`src/rtl/sp_sync_ram_be.sv`:
```
// rtl/sp_sync_ram_be.sv - single-port synchronous RAM with byte enables, selectable read-during-write and post-reset clear
//
// Ports:
//   clk        rising-edge clock
//   rst        synchronous active-high reset; restarts the clear sequence
//   en         access request (ignored while busy)
//   we         write qualifier, valid with en
//   be         per-byte write enables, bit i covers din[8i+7:8i]
//   addr       word address
//   din        write data
//   dout       registered read data (1-cycle latency)
//   dout_valid dout was updated by the access of the previous cycle
//   busy       clear sequence in progress
//   par_inj    (SPRAM_PARITY_EN only) invert stored parity of enabled bytes on write
//   par_err    (SPRAM_PARITY_EN only) read word failed its parity check, valid with dout_valid
//
// Optional feature: define SPRAM_PARITY_EN to add one even-parity bit per byte.

module sp_sync_ram_be #(
  parameter int DATA_W         = 16,
  parameter int ADDR_W         = 4,
  parameter int RDW_MODE       = 0,
  parameter int CLEAR_ON_RESET = 1
) (
  input  logic                clk,
  input  logic                rst,
  input  logic                en,
  input  logic                we,
  input  logic [DATA_W/8-1:0] be,
  input  logic [ADDR_W-1:0]   addr,
  input  logic [DATA_W-1:0]   din,
  output logic [DATA_W-1:0]   dout,
  output logic                dout_valid,
  output logic                busy
`ifdef SPRAM_PARITY_EN
  ,
  input  logic                par_inj,
  output logic                par_err
`endif
);

  localparam int NB    = DATA_W / 8;
  localparam int DEPTH = 1 << ADDR_W;

  typedef enum logic {
    ST_IDLE  = 1'b0,
    ST_CLEAR = 1'b1
  } state_t;

  state_t              state;
  state_t              state_next;
  logic [ADDR_W-1:0]   clr_cnt;
  logic [ADDR_W-1:0]   clr_cnt_next;

  logic [DATA_W-1:0]   mem [DEPTH];

  // Single write port shared by the clear sequence and user writes.
  logic                acc;
  logic [NB-1:0]       wr_be;
  logic [ADDR_W-1:0]   wr_addr;
  logic [DATA_W-1:0]   wr_data;

  logic [DATA_W-1:0]   rd_old;
  logic [DATA_W-1:0]   rd_merged;

  // ---------------------------------------------------------------------------
  // State register
  // ---------------------------------------------------------------------------
  always_ff @(posedge clk) begin
    if (rst) begin
      state   <= (CLEAR_ON_RESET != 0) ? ST_CLEAR : ST_IDLE;
      clr_cnt <= '0;
    end else begin
      state   <= state_next;
      clr_cnt <= clr_cnt_next;
    end
  end

  // ---------------------------------------------------------------------------
  // Next state and write-port steering
  // ---------------------------------------------------------------------------
  always_comb begin
    state_next   = state;
    clr_cnt_next = clr_cnt;
    acc          = 1'b0;
    wr_be        = '0;
    wr_addr      = addr;
    wr_data      = din;
    case (state)
      ST_CLEAR: begin
        wr_be        = '1;
        wr_addr      = clr_cnt;
        wr_data      = '0;
        clr_cnt_next = clr_cnt + ADDR_W'(1);
        if (clr_cnt == '1) begin
          state_next = ST_IDLE;
        end
      end
      default: begin
        acc = en;
        if (en && we) begin
          wr_be = be;
        end
      end
    endcase
    // An edge that sees reset must not commit any write.
    if (rst) begin
      wr_be = '0;
      acc   = 1'b0;
    end
  end

  assign busy = (state == ST_CLEAR);

  // ---------------------------------------------------------------------------
  // Read path: old word and the word as it will look after this edge's write
  // ---------------------------------------------------------------------------
  always_comb begin
    rd_old    = mem[addr];
    rd_merged = rd_old;
    for (int i = 0; i < NB; i++) begin
      if (we && be[i]) begin
        rd_merged[8*i +: 8] = din[8*i +: 8];
      end
    end
  end

  always_ff @(posedge clk) begin
    for (int i = 0; i < NB; i++) begin
      if (wr_be[i]) begin
        mem[wr_addr][8*i +: 8] <= wr_data[8*i +: 8];
      end
    end
  end

  always_ff @(posedge clk) begin
    if (rst) begin
      dout       <= '0;
      dout_valid <= 1'b0;
    end else if (acc) begin
      dout       <= (RDW_MODE != 0) ? rd_merged : rd_old;
      dout_valid <= 1'b1;
    end else begin
      dout_valid <= 1'b0;
    end
  end

`ifdef SPRAM_PARITY_EN
  // ---------------------------------------------------------------------------
  // Per-byte even parity; clear writes parity 0, which is correct for a 0 byte.
  // ---------------------------------------------------------------------------
  logic [NB-1:0] par_mem [DEPTH];
  logic [NB-1:0] wr_par;
  logic [NB-1:0] rd_par_old;
  logic [NB-1:0] rd_par_merged;
  logic          perr_old;
  logic          perr_merged;

  always_comb begin
    wr_par        = '0;
    rd_par_old    = par_mem[addr];
    rd_par_merged = rd_par_old;
    perr_old      = 1'b0;
    perr_merged   = 1'b0;
    for (int i = 0; i < NB; i++) begin
      if (state != ST_CLEAR) begin
        wr_par[i] = (^din[8*i +: 8]) ^ par_inj;
      end
      if (we && be[i]) begin
        rd_par_merged[i] = wr_par[i];
      end
      perr_old    = perr_old    | ((^rd_old[8*i +: 8])    ^ rd_par_old[i]);
      perr_merged = perr_merged | ((^rd_merged[8*i +: 8]) ^ rd_par_merged[i]);
    end
  end

  always_ff @(posedge clk) begin
    for (int i = 0; i < NB; i++) begin
      if (wr_be[i]) begin
        par_mem[wr_addr][i] <= wr_par[i];
      end
    end
  end

  always_ff @(posedge clk) begin
    if (rst) begin
      par_err <= 1'b0;
    end else if (acc) begin
      par_err <= (RDW_MODE != 0) ? perr_merged : perr_old;
    end else begin
      par_err <= 1'b0;
    end
  end
`endif

endmodule

```
`config.mk`:
```
export PLATFORM = sky130hd
export DESIGN_NAME = sp_sync_ram_be
export DESIGN_NICKNAME = d
export VERILOG_FILES = /design/src/rtl/sp_sync_ram_be.sv
export SDC_FILE = /design/constraint.sdc
export NUM_CORES = 1
export LEC_CHECK = 0
export ABC_AREA = 1
export CORE_ASPECT_RATIO = 1.2
export CORE_UTILIZATION = 58
export CTS_BUF_LIST = sky130_fd_sc_hd__clkbuf_4 sky130_fd_sc_hd__clkbuf_8
export DETAILED_ROUTE_END_ITERATION = 7
export PLACE_DENSITY_LB_ADDON = 0.2
export RECOVER_POWER = 50
export SLEW_MARGIN = 25
export SYNTH_ARGS = -nofsm -noshare
export SYNTH_HDL_FRONTEND = slang
export SYNTH_SLANG_ARGS = --single-unit
```
`constraint.sdc`:
```
create_clock -name clk -period 1.95 [get_ports clk]
set_input_delay 0.2925 -clock clk [delete_from_list [all_inputs] [get_ports clk]]
set_output_delay 0.2925 -clock clk [all_outputs]
set_load 0.02 [all_outputs]
```
After elaboration in Yosys (flattened, before gate mapping)
Memory sizes are Yosys's and may differ from the RTL's. A register that Yosys moved wholly into a read port is not among the register bits.
Cells that the tools add are included.
Widths: inputs -> output; s select.
{"block": "totals", "mem_bits_rw": 256, "ff_bits": 6, "in_bits": 26, "memories": 1, "rom_bits": 0, "latchBits": 0}
{"block": "classes", "add_sub_neg": 1, "n_bitwise": 0, "n_mul": 0, "n_eq_ne": 1, "div_mod_pow": 0, "order_cmp": 0, "n_shift": 0, "n_reduce_logical": 1, "n_mux": 14}
{"name": "mem", "depth": 16, "word_bits": 16, "read_ports": 1, "rd_ports_with_merged_regs": 1, "write_ports": 1, "line": "55", "rtl": "logic [DATA_W-1:0] mem [DEPTH];"}
{"cell": "$mux 16", "n": 1}
{"cell": "$mux 1", "n": 9}
{"cell": "$mux 2", "n": 3}
{"cell": "$add 4x1->4 const B", "n": 1}
{"cell": "$eq 4x4->1 const B", "n": 1}
{"cell": "$mux 4", "n": 1}
{"cell": "$logic_and 1x1->1", "n": 1}

Depth between registers and ports, before layout
{"block": "depth", "depth_word": 6, "mapped_depth": 11}

Least setup slack after synthesis
No wires, ideal clock.
{"block": "synth_path", "path_kind": "register to register", "from": "register state (netlist: busy)", "to": "memory mem[8][0], enable pin", "stages_incl_launch_ff": 7, "required_ns": 1.580, "arrival_ns": 1.489, "synth_period_minus_slack_ns": 1.859, "setup_time_ns": 0.370, "slack_ns": 0.091, "path_cell_list": "dfxtp_1 inv_2 nor2_2 a21oi_2 nor2_1 nand2_1 nor2_1"}
{"block": "synth_between", "elab_chain_len": 4}
{"element": "start: declaration", "line": "50", "rtl": "state_t state;"}
{"element": "start signal: assignment", "line": "71", "rtl": "state <= (CLEAR_ON_RESET != 0) ? ST_CLEAR : ST_IDLE;"}
{"element": "start signal: assignment", "line": "74", "rtl": "state <= state_next;"}
{"element": "$mux 2", "line": "89", "rtl": "case (state)"}
{"element": "$mux 2", "line": "107", "rtl": "if (rst) begin"}
{"element": "$mux 1", "line": "130", "rtl": "if (wr_be[i]) begin"}
{"element": "$mux 1 (implied by the code)", "line": "131", "rtl": "mem[wr_addr][8*i +: 8] <= wr_data[8*i +: 8];"}
{"element": "end: declaration", "line": "55"}
Parallel ways exist; a longest one is shown, timed or not.

Worst setup path after layout
{"block": "layout_path", "from": "register dout[1] (read register of mem)", "to": "output dout[1]"}
{"element": "start: declaration", "line": "32", "rtl": "output logic [DATA_W-1:0] dout,"}
No word-level cell between the ends.

==> reports/results.ini <==
[power_and_ir_drop]
power.density_nw_per_um2=855
max_ir_drop_vdd_uv=571
p_leak_uw=0.00585

[floorplanning]
die-area_um2=21100
placement_rows=57
floorplan.initialDensity_pct=59.1
area_of_the_core_um2=20200
dieWidth_um=133
die_h_um=159
io_pins=44

[critical_path]
worstSetupEndpointType=output port
critical_path.max_stage_delay_ns=0.62
rr_startpoint=busy
critPathSlowestCell=clkdlybuf4s50_1
timing_worst_setup_path_type=flop to output port
worstPathCellList=clkdlybuf4s50_1
reg2reg_slack_ns=0.16
crit_required_ns=1.66
worst-path-buf-inv=1
path_max_fanout=2
setup.worst_path.start=dout[1]
setup.worst_path.start_class=flop
worst-endpoint-arrival_ns=1.51
critPathTopFamily=buffers and inverters

[global_routing]
first_global_vias=8294
grt_start_max_net_pins=81
grtUsageTotal_pct=28.1
global_route_wire_length_before_repair_um=44400
antenna_found_initial=0
globalRoute.totalOverflow=0

[cts]
clkSlewWorstSetupHoldPaths_ns=0.06
clock_tree_from_tritoncts=built
post_cts_hold_buffer_count=0
tritoncts_sinks=278
library_cell_used_as_clock_root_buffer=clkbuf_8
clock_tree.buffer_depth=3
clkLatencyLatePin_ns=0.55
tritoncts.num_buffers=41
cts_max_level=2

[finish]
final_nets=1308
num-fill-cells=1553
layoutNonFillerInstCount=1576
utilization_pct=68.2
number_of_antenna_repair_diodes=0
final_design_area_no_fill_um2=13800
synthToLayoutAreaGrowth_pct=15.4
layout.area.seq_um2=8130
final_layout_size_suffix_gt1_share_pct=10.7
multi_input_comb_area_um2=2930

[placement]
post_dp_cell_area_um2=13000
total_of_buffers_placed_on_input_and_output_ports=43
dp.final_hpwl_um=17900
place_congestion=0.860
detailedPlace.worstSlack_ns=-0.130
place_inst=1501

[detailed_routing]
drt_pass1_iterations=5
route.final.wire_length_um=28000
ant_nets=0
drc=0
via_per_inst=5.34
detailroute.via_count=8410
drtIter0Drc=768
average_wire_length_per_cell_after_detail_routing_um=17.8

[yosys]
yosysMostFrequentCell=nand2_1
syn_avg_cell_area_um2=10.1
synth.top_cell.area_share_pct=64.4
synth-async-reset-ratio_pct=0
post_synth_inst_count=1180
synth_flop_cell=edfxtp_1
synth_enable_flop_cells=256
ys_top_cells_by_area=edfxtp_1, nand2_1, nand3_1, inv_1, dfxtp_1
synthesis.nets=1207
top_cells_by_instance_count_after_synthesis=nand2_1, edfxtp_1, nand3_1
synth_area_leader=edfxtp_1
synth.yosys.warnings=0
ys_types=20
register_bit_count_reported_by_yosys=278
seq_total_area_yosys_pct=68.1
synth.cell_area_um2=11900

[hold_path]
hp-start=clr_cnt[3]
hold_class=flop to flop

[timing]
hold_viol=0
min_setup_slack_post_route_ns=0.152
fin_crit_ns=1.80
fmaxAchievable_ghz=0.556
worst-slew-pin-transition_ns=1.03
rsz0062_at_grt=false
clock_skew_ns=0.0185
final_max_slew_viol_count=0
whs_ns=0.517
period_share_pct=92.2
relSlewSlack_pct=31.3
finalSetupViolCount=0

[job]
max_cap_violations=0

[status]
status=finished, final reports clean

## flip-flops by register name (all words and copies together) (netlist names)
name	count
mem	256
busy	1
dout	16
clr_cnt	4
dout_valid	1
## through the flow
step                      total power (uW)  TNS (ns)
after global placement                7320    -13.79
final                                11800         0
after global routing                 12100         0
after detailed placement              7330    -14.65
after floorplan                       7080         0
after CTS                            11800         0
## layer usage
| metal | GRT usage (%) | vias to the layer above | wire length [um] |
|---|---|---|---|
| li1 | - | 4053 | - |
| met1 | 33.6 | 3929 | 10500 |
| met2 | 48.1 | 327 | 14300 |
| met3 | 3.98 | 101 | 1630 |
| met4 | 17.2 | 0 | 1660 |
| met5 | 0 | - | 0 |
## where the power goes
part	leakage, uW	internal [uW]	switching [uW]	total (uW)
Combinational	0.00288	243	468	711
Sequential	0.00255	6490	19.6	6510
Clock	0.000415	2420	2120	4540
Total	0.00585	9160	2600	11800
## worst paths after layout
path	cells after the start	to
worst min register to register	2	clr_cnt[3]
worst max-delay path	1	dout[1]
worst max register to register	8	mem[9][4]
worst min-delay path	2	clr_cnt[3]
## layout by cell type, fill, tap and decap left out, types with 4 or more instances in the layout
cell / instances
nand3_1: 185
buf_12: 7
buf_4: 50
nor3_1: 4
edfxtp_1: 256
nand2_1: 412
inv_1: 144
clkbuf_4: 13
clkinv_2: 5
o21a_1: 16
nor2_1: 57
inv_2: 6
clkbuf_1: 19
nor2_2: 5
clkinv_1: 10
dfxtp_1: 21
clkdlybuf4s50_1: 40
clkbuf_8: 43
## cells by family after synthesis
group           count (synthesis)  synth area share (%)
flops                         278                  68.1
fa+ha+maj                       1                 0.105
compound gates                 24                  1.41
simple gates                  664                  23.0
buf+inv                       213                  7.37
## area by class of cell
cell class / count / share of cell area [%]
Timing Repair Buffer: 119 / 7.31
Multi-Input combinational cell: 689 / 21.3
Clock buffer: 56 / 5.01
Inverter: 152 / 4.17
Sequential cell: 278 / 59.1
Clock inverter: 17 / 0.745
Tap cell: 265 / 2.41
## timing repair
action | 4_1_cts | 5_1_grt
buffers inserted | 0 | 2
endpoints found under the setup margin | 1 | 215
resized for setup | 1 | 5
(Power assumes the default switching activity.)
